===== config.mk =====
export PLATFORM = sky130hd
export DESIGN_NAME = lut_arbiter
export DESIGN_NICKNAME = d
export VERILOG_FILES = /design/src/rtl/lut_arbiter.sv
export SDC_FILE = /design/constraint.sdc
export NUM_CORES = 1
export LEC_CHECK = 0
export CORE_MARGIN = 3
export CORE_UTILIZATION = 40
export DETAILED_ROUTE_END_ITERATION = 12
export GPL_ROUTABILITY_DRIVEN = 0
export GPL_TIMING_DRIVEN = 0
export PLACE_DENSITY = 0.74
export SYNTH_ARGS = -nofsm -noshare
export SYNTH_HDL_FRONTEND = slang
export SYNTH_SLANG_ARGS = --single-unit

===== constraint.sdc =====
create_clock -name Clk -period 2.4 [get_ports Clk]
set_input_delay 0.48 -clock Clk [delete_from_list [all_inputs] [get_ports Clk]]
set_output_delay 0.48 -clock Clk [all_outputs]
set_load 0.02 [all_outputs]

===== src/rtl/lut_arbiter.sv =====
// lut_arbiter: round-robin sharing of one combinational LUT read port among
// NUM_REQ requesters. Each accepted lookup is captured into a one-entry
// response register and returned to its owner over a valid/ready handshake.
// Indices at or beyond NUM_ENTRIES are flagged as errors and read as zero.
module lut_arbiter #(
  parameter int NUM_REQ     = 2,
  parameter int ADDR_W      = 4,
  parameter int DATA_W      = 8,
  parameter int NUM_ENTRIES = 12,
  parameter int CNT_W       = 16
) (
  input  logic                      Clk,
  input  logic                      Reset,
  input  logic [NUM_REQ-1:0]        req_valid,
  input  logic [NUM_REQ*ADDR_W-1:0] req_addr,
  output logic [NUM_REQ-1:0]        req_ready,
  output logic [ADDR_W-1:0]         lut_addr,
  input  logic [DATA_W-1:0]         lut_data,
  output logic [NUM_REQ-1:0]        rsp_valid,
  output logic [DATA_W-1:0]         rsp_data,
  output logic                      rsp_err,
  input  logic [NUM_REQ-1:0]        rsp_ready,
  output logic [CNT_W-1:0]          lookup_cnt
);

  localparam int IDX_W = (NUM_REQ > 1) ? $clog2(NUM_REQ) : 1;
  // One extra bit so that NUM_ENTRIES == 2**ADDR_W is representable.
  localparam logic [ADDR_W:0] ENTRY_LIM = (ADDR_W+1)'(NUM_ENTRIES);

  typedef enum logic {
    IDLE = 1'b0,
    HOLD = 1'b1
  } state_e;

  state_e              state_q,    state_d;
  logic [IDX_W-1:0]    owner_q,    owner_d;
  logic [IDX_W-1:0]    last_q,     last_d;
  logic [DATA_W-1:0]   rsp_data_q, rsp_data_d;
  logic                rsp_err_q,  rsp_err_d;
  logic [CNT_W-1:0]    cnt_q,      cnt_d;

  logic                can_accept;
  logic                grant_found;
  logic                grant_valid;
  logic [IDX_W-1:0]    grant_idx;
  logic                addr_err;

  // Round-robin search starting just after the last granted requester.
  // NOTE: every variable written in an always_comb block gets a default on
  // entry; a path that leaves one unassigned would infer a latch.
  always_comb begin
    logic [IDX_W-1:0] cand;
    grant_found = 1'b0;
    grant_idx   = '0;
    cand        = '0;
    for (int k = 0; k < NUM_REQ; k++) begin
      cand = IDX_W'((int'(last_q) + 1 + k) % NUM_REQ);
      if (!grant_found && req_valid[cand]) begin
        grant_found = 1'b1;
        grant_idx   = cand;
      end
    end
  end

  // Grant qualification, LUT index drive and one-hot ready/valid routing.
  always_comb begin
    can_accept  = (state_q == IDLE) || rsp_ready[owner_q];
    grant_valid = grant_found && can_accept;
    req_ready   = grant_valid ? (NUM_REQ'(1) << grant_idx) : '0;
    // Driving zero when idle keeps the LUT input from ever floating to x.
    lut_addr    = grant_valid ? req_addr[grant_idx*ADDR_W +: ADDR_W] : '0;
    addr_err    = ({1'b0, lut_addr} >= ENTRY_LIM);
    rsp_valid   = (state_q == HOLD) ? (NUM_REQ'(1) << owner_q) : '0;
    rsp_data    = rsp_data_q;
    rsp_err     = rsp_err_q;
    lookup_cnt  = cnt_q;
  end

  // Next-state logic: accept replaces the held response without a bubble,
  // otherwise a consumed response returns the block to IDLE.
  always_comb begin
    state_d    = state_q;
    owner_d    = owner_q;
    last_d     = last_q;
    rsp_data_d = rsp_data_q;
    rsp_err_d  = rsp_err_q;
    cnt_d      = cnt_q;
    if (grant_valid) begin
      state_d    = HOLD;
      owner_d    = grant_idx;
      last_d     = grant_idx;
      rsp_data_d = addr_err ? '0 : lut_data;
      rsp_err_d  = addr_err;
      cnt_d      = (&cnt_q) ? cnt_q : cnt_q + CNT_W'(1);
    end else if (state_q == HOLD && rsp_ready[owner_q]) begin
      state_d = IDLE;
    end
  end

  // State registers with synchronous active-low reset.
  // NOTE: sequential state uses non-blocking assignments so every flop
  // samples the pre-edge values regardless of statement order.
  always_ff @(posedge Clk) begin
    if (!Reset) begin
      state_q    <= IDLE;
      owner_q    <= '0;
      last_q     <= IDX_W'(NUM_REQ - 1);
      rsp_data_q <= '0;
      rsp_err_q  <= 1'b0;
      cnt_q      <= '0;
    end else begin
      state_q    <= state_d;
      owner_q    <= owner_d;
      last_q     <= last_d;
      rsp_data_q <= rsp_data_d;
      rsp_err_q  <= rsp_err_d;
      cnt_q      <= cnt_d;
    end
  end

endmodule


==> out/results.tsv <==
metric	value	unit
outcome	finished clean	
Syn. warnings	0	
CP Capture Type	output port	
Synth Area in Adders	0.935	%
initial antenna violation count	0	
Reg clk slew, reported paths	140	ps
diode count	0	
largest family of logic cells by synthesized area	simple AND/OR/NAND/NOR gates	
First-pass DRT Iterations	4	
final hold violation count	0	
Final Cycle Share	94.7	%
peak supply drop	359	µV
commonest cells after routing, fill and taps aside	clkdlybuf4s50_1 (47), nand2_1 (27), dfxtp_1 (27)	
grt ovf	0	
DR WL/cell	14.2	µm
Core Rows	20	
Yosys cell types	37	
root buffer cell	clkbuf_4	
Critical Path Fanout Max	5	
# setup viols final	0	
Clock H-tree levels	1	
fraction of layout cells with a size suffix above 1	9.09	%
clk_skew	14.6	ps
R2R setup slack	330	ps
WP data required	1920	ps
DR vias	1427	
CTS Hold Bufs	0	
area grow syn2layout	47.4	%
core region area	0.00313	mm²
Post-Synthesis Net Count	185	
FFs w/ async S/R, synth	0	%
syn avg cell area	8.26	µm²
All-Layer GR Usage	18.8	%
Ports	55	
# DRC	0	
setup tns final	0	ps
CTS Buf Count	3	
reg2reg start	lookup_cnt[5]$_SDFFE_PN0P_	
max cap viols	0	
Static Leak	0.000677	µW
final setup margin	127	ps
post-synthesis sequential area ratio	41.9	%
Sink Count	28	
Fmax achieved	440	MHz
TritonCTS clock tree	yes	
Die ar.	0.00407	mm²
Setup crit start kind	input port	
Slew Limit Fails	0	
main flop type after synthesis	dfxtp_1	
Min-Delay Path Class	register to register	
Die X-Extent	63.8	µm
worst slack, placed	-519	ps
mux share of post-synthesis cell area	2.99	%
post-synthesis register bit count	28	
Compound-Gate Fraction of Synth Area	23.1	%
Die Y	63.8	µm
Hold Path End	rsp_data[0]$_SDFFE_PN0P_	
largest net degree at the start of global routing	16	
buffers added on ports	53	
WHS Path Cells	2	
dpl hpwl	2.83	mm
Post-synth EDFFs	0	
Max-slew headroom	34.0	%
min-delay src	rsp_data[0]$_SDFFE_PN0P_	
worst skew pair latency	330	ps
final net count	244	
Antenna Nets Post-Route	0	
crit path time final	2270	ps
Placed Instances	259	
CTS Buffer Depth	2	
DRT iter0 DRCs	100	
Initial Util	42.8	%
number of vias per cell	5.41	
most common cell after layout, fill and taps aside	clkdlybuf4s50_1	
vias in the first global route	1431	
R2R cell count	5	
measured slew at the worst slew-check pin	982	ps
Crit Path Category	input port to output port	
PnR Total Power	935	µW
first-pass GRT wire length	6.32	mm
xor/xnor share of the synthesized area	0	%
Netlist Area Pre-Place	0.00134	mm²
CP Data Arrival Time	1790	ps
unrepaired setup endpoints after global routing	no	
FILL cells	286	
Post-Synthesis Cells	162	
Post-Layout Cell Count	264	
r2r endpoint	lookup_cnt[0]$_SDFFE_PN0P_	
simple-gate portion of the synthesized area	27.5	%
final wirelength	3.75	mm
Pwr Density	474	mW/mm²
fin util	63.0	%
==> worst max-delay path by stage <==
stage | start | endpoint | slack (ps) | cells after the start
after CTS | rsp_ready[0] | lut_addr[0] | 20 | 7
after detailed placement | rsp_ready[1] | lut_addr[0] | -520 | 7
final | req_valid[0] | lut_addr[3] | 130 | 5
after global routing | req_valid[0] | lut_addr[2] | 20 | 5
after floorplan | rsp_ready[1] | lut_addr[0] | 480 | 5
after global placement | rsp_ready[1] | lut_addr[1] | -490 | 7
==> Yosys cell counts, drive strengths merged (2+ instances only) <==
master / n / area [µm²]
dfxtp: 28 / 561
nand2: 28 / 105
a21oi: 23 / 115
o31ai: 9 / 67.6
or4: 8 / 60.1
nand3: 7 / 35.0
inv: 6 / 22.5
clkbuf: 4 / 15.0
mux2i: 4 / 40.0
nand4: 4 / 25.0
nor2: 4 / 15.0
nor4: 4 / 31.3
o21ai: 4 / 20.0
nand2b: 3 / 18.8
or3: 3 / 20.0
a22o: 2 / 17.5
a32oi: 2 / 17.5
and2: 2 / 15.0
buf: 2 / 10.0
==> cells by family after synthesis <==
group	count (synthesis)
AND/OR/NAND/NOR	69
AO/OA/AOI/OAI	48
flip-flops	28
multiplexers	4
buffers and inverters	12
adder cells (fa/ha/maj)	1
==> what timing repair did <==
action,4_1_cts,5_1_grt
setup buffers,1,0
endpoints found under the setup margin,6,2
resized for setup,13,3
==> cell type report <==
class	count	area, µm²	area share [%]
inverter	6	22.5	1.14
clock buffer	4	36.3	1.84
buffer	6	25.0	1.27
sequential	28	562	28.5
tap	44	55.1	2.79
multi-input combinational	122	748	37.9
timing repair buffer	54	523	26.5
==> report_power, final <==
group          switching, µW  internal [µW]
registers               17.1            484
logic                    104           97.6
clock network            139           92.9
==> per-stage QoR <==
| step | instance area (µm²) | hold WS [ps] |
|---|---|---|
| after floorplan | 1340 | 449 |
| after global placement | 1920 | 442 |
| after detailed placement | 1920 | 450 |
| after CTS | 1980 | 469 |
| after global routing | 1970 | 493 |
| final | 1970 | 466 |
==> flip-flops by register name, summed over array words and instances, names as in the netlist <==
register	flops
state_q	1
rsp_data	8
rsp_err	1
last_q	1
lookup_cnt	16
owner_q	1
==> routing by layer <==
layer | GRT usage, % | vias up | wire, µm
li1 | - | 723 | -
met1 | 22.5 | 662 | 1600
met2 | 33.0 | 40 | 1890
met3 | 5.80 | 2 | 249
met4 | 3.77 | 0 | 16
met5 | 0 | - | 0
==> critical path: stages <==
cell and delay, ps:
clkdlybuf4s50_1 560, a21boi_2 110, a32oi_1 260, nor2_1 70
dlygate4sd2_1 320
Power figures use the tool's default switching activity.
